### config.mk
export PLATFORM = sky130hd
export DESIGN_NAME = md_issue
export DESIGN_NICKNAME = d
export VERILOG_FILES = /design/src/rtl/md_issue.sv
export SDC_FILE = /design/constraint.sdc
export NUM_CORES = 1
export LEC_CHECK = 0
export CAP_MARGIN = 20
export CELL_PAD_IN_SITES_DETAIL_PLACEMENT = 1
export CELL_PAD_IN_SITES_GLOBAL_PLACEMENT = 2
export CORE_AREA = 8 8 120 122
export DETAILED_ROUTE_END_ITERATION = 8
export DIE_AREA = 0 0 128 130
export PLACE_DENSITY_LB_ADDON = 0.1
export SYNTH_ARGS = -nofsm -noshare
export SYNTH_HDL_FRONTEND = slang
export SYNTH_SLANG_ARGS = --single-unit
### constraint.sdc
create_clock -name clk -period 4.3 [get_ports clk]
set_clock_uncertainty 0.1 [all_clocks]
set_input_delay 0.645 -clock clk [delete_from_list [all_inputs] [get_ports clk]]
set_output_delay 0.645 -clock clk [all_outputs]
set_load 0.01 [all_outputs]
### src/rtl/md_issue.sv
// EX-stage issue/interlock controller for the HI/LO multiply/divide unit.
// Registers unit inputs on issue, models op latency and stalls HI/LO users.
module md_issue #(
    parameter int unsigned MUL_CYCLES = 5,
    parameter int unsigned DIV_CYCLES = 10
) (
    input  logic        clk,
    input  logic        reset,
    input  logic        ex_valid,
    input  logic [3:0]  md_op,
    input  logic        mt_hi,
    input  logic        mt_lo,
    input  logic        mf_hi,
    input  logic        mf_lo,
    input  logic [31:0] rs_val,
    input  logic [31:0] rt_val,
    input  logic        flush,
    input  logic        md_busy,
    output logic        md_start,
    output logic [3:0]  md_op_q,
    output logic [31:0] md_a,
    output logic [31:0] md_b,
    output logic        md_whi,
    output logic        md_wlo,
    output logic        busy,
    output logic        stall
);

    typedef enum logic {IDLE, BUSY} state_t;

    localparam logic [5:0] MUL_LOAD = 6'(MUL_CYCLES - 1);
    localparam logic [5:0] DIV_LOAD = 6'(DIV_CYCLES - 1);

    state_t     state, state_next;
    logic [5:0] cnt, cnt_next;

    logic is_md, is_mul, hilo_req, can_act, issue, mt_write;

    assign is_md    = (md_op >= 4'd1) && (md_op <= 4'd4);
    assign is_mul   = (md_op == 4'd1) || (md_op == 4'd2);
    assign hilo_req = ex_valid & (is_md | mt_hi | mt_lo | mf_hi | mf_lo);
    assign can_act  = (state == IDLE) & ~md_busy & ex_valid & ~flush;
    // A real mult/div in the same slot wins over mthi/mtlo.
    assign issue    = can_act & is_md;
    assign mt_write = can_act & ~is_md & (mt_hi | mt_lo);

    // NOTE: sequential state uses non-blocking assignments so every register
    // samples the pre-edge values, regardless of process ordering.
    always_ff @(posedge clk) begin
        if (!reset) begin
            state <= IDLE;
            cnt   <= '0;
        end else begin
            state <= state_next;
            cnt   <= cnt_next;
        end
    end

    // NOTE: defaults first so every path assigns every output; no latches.
    always_comb begin
        state_next = state;
        cnt_next   = cnt;
        case (state)
            IDLE: begin
                if (issue) begin
                    state_next = BUSY;
                    cnt_next   = is_mul ? MUL_LOAD : DIV_LOAD;
                end
            end
            BUSY: begin
                if (cnt != 6'd0)
                    cnt_next = cnt - 6'd1;
                else if (!md_busy)
                    state_next = IDLE;
            end
            default: state_next = IDLE;
        endcase
    end

    always_comb begin
        busy  = (state == BUSY);
        stall = hilo_req & (busy | md_start | md_busy);
    end

    always_ff @(posedge clk) begin
        if (!reset) begin
            md_start <= 1'b0;
            md_whi   <= 1'b0;
            md_wlo   <= 1'b0;
            md_op_q  <= '0;
            md_a     <= '0;
            md_b     <= '0;
        end else begin
            md_start <= issue;
            md_whi   <= mt_write & mt_hi;
            md_wlo   <= mt_write & mt_lo;
            if (issue) begin
                md_op_q <= md_op;
                md_a    <= rs_val;
                md_b    <= rt_val;
            end else if (mt_write) begin
                md_a    <= rs_val;
            end
        end
    end

endmodule

==> qor.csv, run 1 <==
metric;value;unit
initial_core_util;22.77;%
comb_power_share;10.4;%
clockBufferDepth;2;
rows;41;
synth_warnings;0;
grt_max_degree;39;
grt_pass1_vias;2949;
fillers;1415;
power.switching;394.2;uW
grt_usage;13.19;%
worstMarginPinSlew;778.3;ps
detail-route-antenna-nets;0;
cts_setup_buffers;0;
ys_types;37;
fin_crit_sh;76.96;%
pwr-share-seq;42.0;%
overflow;0;
critical_path.max_stage_delay;600;ps
tns;0;ps
slew_headroom;47.67;%
switching_share;22.16;%
slew_viol_final;0;
maxCapViolations;0;
io_buffers;149;
drive_gt1_share;6.407;%
cts_resized;0;
endpoint_kind;output pin;
area_growth;70.34;%
pre_cts_slack;965.0;ps
routed_wl;10940;um
rsz0062_at_grt;no;
cts.clk_slew.worst_paths;60;ps
diodes;0;
whs_path_depth;1;
vias;2803;
cts_root_buf;clkbuf_16;
arrival;2560;ps
min_period;3309;ps
insertion_delay;340;ps
p_clk_share;47.6;%
p_leak;0.001688;uW
dpl.hpwl;7672;um
crit_cells;5;
layout_setup_ws;990.8;ps
synthCells;291;
cts_buffers;9;
ys_ff_latch;78;
synthesis.nets;369;
core_area;0.01241;sq mm
ff2ff_path_depth;6;
worstPathRequired;3560;ps
max_freq;0.3022;GHz
cp_num_buf_inv;2;
ys_async_sr_fraction;0;%
hold_violations;0;
die_area;0.01664;sq mm
via_per_inst;4.603;
die_h;130;um
worst_setup_path_start_kind;primary input;
seq_area;0.001562;sq mm
crit_chain;clkdlybuf4s50_1 -> nor3_1 -> o31a_1 -> a21oi_1 -> clkdlybuf4s50_1;
drt-pass1-iter-count;4;
holdCritStartpoint;md_b[26];
cp_max_fo;5;
multiInputGateArea;0.001149;sq mm
syn_area_per_cell;9.713;sq um
ir_drop;243.4;uV
rr_startpoint;busy;
grt_antenna_before_repair;0;
hold_buffers;0;
critPathKind;primary input to output pin;
routedWlPerCell;17.96;um
crit_top_cell;clkdlybuf4s50_1;
hp-class;flip-flop to flip-flop;
die_x;128;um
drc_errors;0;
yosysSeqAreaShare;55.25;%
cp_slowest_cell;nor3_1;
synthFlopType;dfxtp_1;
cp_top_family;buffers and inverters;
htreeDepth;3;
cp-startpoint;md_op[0];
setup_violations;0;
boundaryPins;150;
initialDrtViolationCount;119;
nets;510;
cts_sinks;78;
p_int;1384;uW
grt_pass1_wl;16910;um
gp_congestion;0.7147;
outcome;finished clean;
syn_area;0.002826;sq mm
synth-edff-count;0;
power_density;369.4;mW/mm^2
cts_tree;done;
[stage by stage]
stage | instance area [sq um] | hold slack (ps) | utilization [%] | instances | power, uW
global placement | 4481 | 360.7 | 36.09 | 593 | 948.7
global route | 4815 | 392.9 | 38.78 | 609 | 1852
detailed placement | 4481 | 364.7 | 36.09 | 593 | 950.1
finish | 4815 | 376.2 | 38.78 | 609 | 1779
CTS | 4815 | 377.2 | 38.78 | 609 | 1819
floorplan | 2826 | 356.5 | - | 291 | 824.1
[sequential cells by signal, indices dropped and copies added (netlist names)]
signal    flops
md_a         32
md_start      1
md_whi        1
md_wlo        1
cnt           6
busy          1
md_b         32
md_op_q       4
[cell families after synthesis]
logic type,after synthesis,synth area share (%)
fa+ha+maj,1,0.4426
flops,78,55.25
compound gates,121,27.80
simple gates,61,11.29
xor+xnor,1,0.3099
buf+inv,29,4.914
[worst paths after layout]
check / to / slack [ps]
max: stall / 990
min reg2reg: md_b[26] / 380
min: md_b[26] / 380
max reg2reg: md_b[8] / 1730
[area by class of cell]
cell class | count | share of cell area [%]
clock buffer | 11 | 5.249
clock inverter | 5 | 1.689
inverter | 3 | 0.2339
multi-input combinational | 184 | 23.86
sequential | 78 | 32.43
tap | 172 | 4.470
timing repair buffer | 156 | 32.07
[cells in the final DEF, fill, tap and decap left out, types with 2 or more instances in the layout]
cell type        netlist  routed
clkbuf_16              0       9
o21ai_0               32      32
o31a_1                 3       3
a22o_1                35      35
dfxtp_1               78      78
nand2_1                4       4
nor2_1                 7       6
o31ai_1                3       2
clkbuf_8               0       2
and3_1                 2       2
nor3_1                 3       3
nand3_1               34      34
buf_4                  0       7
clkdlybuf4s50_1        0     149
inv_1                  3       3
bufinv_16              0       2
and2_1                 2       2
a21oi_1               39      39
[power groups by stage]
stage	clock network (uW)	registers, uW	logic [uW]
floorplan	0	769	55.2
global placement	0	763	186
detailed placement	0	763	187
CTS	884	747	187
global route	904	749	200
finish	847	747	184
[synth_stat cells, types with 4 or more instances]
cell | n | share of area (%)
a22o_1 | 35 | 11
a21oi_1 | 39 | 6.9
dfxtp_1 | 78 | 55
buf_2 | 4 | 0.71
o21ai_0 | 32 | 5.7
nor2_1 | 7 | 0.93
nand2_1 | 4 | 0.53
clkbuf_1 | 17 | 2.3
nand3_1 | 34 | 6.0
[per-layer routing]
metal / global-route usage, % / vias to the layer above / wire length, um
met5: 0 / - / 0
met3: 6.161 / 12 / 968
li1: - / 1361 / -
met1: 15.38 / 1336 / 4793
met4: 5.455 / 0 / 167
met2: 20.54 / 94 / 5009
Note: power is estimated with default switching activity, not from simulation.
==> inputs of run 2 (changes only) <==
--- a/config.mk
+++ b/config.mk
@@ -8,9 +8,9 @@
 export CAP_MARGIN = 20
 export CELL_PAD_IN_SITES_DETAIL_PLACEMENT = 1
 export CELL_PAD_IN_SITES_GLOBAL_PLACEMENT = 2
-export CORE_AREA = 8 8 120 122
+export CORE_AREA = 8 8 123 125
 export DETAILED_ROUTE_END_ITERATION = 8
-export DIE_AREA = 0 0 128 130
+export DIE_AREA = 0 0 131 133
 export PLACE_DENSITY_LB_ADDON = 0.1
 export SYNTH_ARGS = -nofsm -noshare
 export SYNTH_HDL_FRONTEND = slang
==> constraint.sdc (replaced) <==
create_clock -name clk -period 3.44 [get_ports clk]
set_clock_uncertainty 0.1 [all_clocks]
set_input_delay 0.516 -clock clk [delete_from_list [all_inputs] [get_ports clk]]
set_output_delay 0.516 -clock clk [all_outputs]
set_load 0.01 [all_outputs]
==> run 2 against run 1 <==
Net effect:
- core utilization down 1.9 points
- power up 27%
- sequential share of layout area down 0.12 points
- cell area up 0.36%
- hold slack worse by 1.3 ps
- global-route usage down 0.40 points
- critical path depth up 1
- flip-flop and latch count unchanged
- register-to-register slack worse by 670 ps
- routed wire length up 1.4%
- first-iteration DRC count down 18%
- largest cell class unchanged
- largest power group unchanged
==> qor.csv, run 2 (synthesis gave the netlist of run 1 again) <==
metric;value;unit;change
nets;511;;+0.20%
hold_buffers;0;;unchanged
placed_area;0.004493;sq mm;+0.28%
ir_drop;236.3;uV;-2.9%
cp_num_buf_inv;3;;+1
die_area;0.01742;sq mm;+4.7%
die_h;133;um;+2.3%
grt_max_degree;38;;-2.6%
gp_congestion;0.7076;;-0.99%
min_period;2959;ps;
boundaryPins;150;;unchanged
layout_common_cells;clkdlybuf4s50_1, dfxtp_1, a21oi_1;;
grt_usage;12.79;%;-0.40 points
initialDrtViolationCount;98;;-18%
cp_slowest_cell;clkdlybuf4s50_1;;
rr_startpoint;cnt[0];;
cts_sinks;78;;unchanged
top_regs;md_a (32), md_b (32), cnt (6);;
routed_wl;11090;um;+1.4%
diodes;0;;unchanged
layout_commonest_cell;clkdlybuf4s50_1;;
cts_resized;0;;unchanged
drive_gt1_share;6.164;%;-0.24 points
rrSetupSlack;1060;ps;-670 ps
endpoint_kind;output pin;;
io_buffers;149;;unchanged
ff2ff_path_depth;6;;unchanged
cts.clk_slew.worst_paths;60;ps;about the same
slew_headroom;49.32;%;+1.6 points
cts_tree;done;;
die_x;131;um;+2.3%
dpl.hpwl;7736;um;+0.83%
via_per_inst;4.617;;+0.32%
crit_top_cell;clkdlybuf4s50_1;;
arrival;2340;ps;-220 ps
grt_pass1_vias;3009;;+2.0%
max_freq;0.3379;GHz;
critical_path.max_stage_delay;560;ps;-40 ps
crit_chain;clkdlybuf4s50_1 -> nor3_1 -> buf_4 -> o31a_1 -> a21oi_1 -> clkdlybuf4s50_1;;
cts_root_buf;clkbuf_16;;
cp_max_fo;5;;unchanged
maxCapViolations;0;;unchanged
worstPathRequired;2820;ps;-740 ps
fillers;1454;;+2.8%
insertion_delay;330;ps;about the same
cp_top_family;buffers and inverters;;
power_density;468.2;mW/mm^2;+27%
core_area;0.01309;sq mm;+5.4%
grt_pass1_wl;17030;um;+0.70%
rows;42;;+2.4%
initial_core_util;21.60;%;-1.2 points
detail-route-antenna-nets;0;;unchanged
routedWlPerCell;18.06;um;+0.55%
fin_crit_sh;86.02;%;
htreeDepth;3;;unchanged
cts_setup_buffers;0;;unchanged
hp-class;flip-flop to flip-flop;;
cts_buffers;9;;unchanged
vias;2835;;+1.1%
clockBufferDepth;2;;unchanged
drt-pass1-iter-count;4;;unchanged
setup_violations;0;;unchanged
hold_violations;0;;unchanged
worstMarginPinSlew;753.8;ps;-24.50 ps
slew_viol_final;0;;unchanged
worst_setup_path_start_kind;primary input;;
p_leak;0.001692;uW;+0.23%
critPathKind;primary input to output pin;;
tns;0;ps;unchanged
timing.rr.end;cnt[4];;
rsz0062_at_grt;no;;
grt_antenna_before_repair;0;;unchanged
drc_errors;0;;unchanged
endpoint;stall;;
final_area;0.004832;sq mm;+0.36%
overflow;0;;unchanged
area_growth;70.96;%;
crit_cells;6;;+1
cp-startpoint;md_op[0];;
outcome;finished clean;;
## run 2: cell count changes in the layout (fill, tap and decap cells not counted)
cell       delta
buf_4         +1
clkbuf_1      +2
clkinv_2      -1
bufinv_16     +1
inv_6         +1
clkbuf_8      -2
clkinv_4      -1
## run 2: area by class of cell
class                   count  area (sq um)  share of cell area (%)
clock buffers              11         232.7                   4.816
clock inverters             5         106.4                   2.201
inverters                   3         11.26                  0.2330
multi-input cells         184          1149                   23.77
flip-flops and latches     78          1562                   32.31
well taps                 176         220.2                   4.557
repair buffers            157          1551                   32.11
## run 2: per-stage QoR
step                      total power [uW]  setup slack, ps  instances  util (%)  hold slack [ps]
final                                 2262            480.8        614     36.93            374.9
after floorplan                       1030             1216        291         -            356.5
after global placement                1187            499.7        598     34.34            359.7
after global routing                  2377            442.0        614     36.93            399.9
after CTS                             2305            470.3        614     36.93            379.6
after detailed placement              1189            489.0        598     34.34            362.6
## run 2: routing by layer
layer  global-route usage [%]  vias up  wire (um)
met3                    4.982       10        999
li1                         -     1371          -
met4                    5.169        0        150
met2                    20.18       93       5016
met5                        0        -          0
met1                    15.09     1361       4922
## run 2: how the worst min path moves through the flow
stage             start        to  slack (ps)  cells past startpoint
4_1_cts         md_a[6]   md_a[6]         380                      2
3_5_place_dp   md_b[13]  md_b[13]         360                      1
5_1_grt        md_b[24]  md_b[24]         400                      1
2_1_floorplan    cnt[1]    cnt[1]         360                      2
3_3_place_gp   md_a[11]  md_a[11]         360                      2
6_report       md_b[15]  md_b[15]         370                      1
## run 2: worst reg2reg max path, delay by kind of cell (launching register included)
| kind | cells | cell delay, ps |
|---|---|---|
| compound gates | 3 | 1080 |
| simple gates | 1 | 500 |
| flops | 1 | 300 |
| fa+ha+maj | 1 | 200 |
| buf+inv | 1 | 90 |
## run 2: report_power, final
group	total (uW)	switching, uW	leakage (uW)	internal (uW)
clock network	1100	384	0.000160	712
logic	232	99.1	0.000901	133
registers	934	10.6	0.000631	923
total	2260	494	0.00169	1770
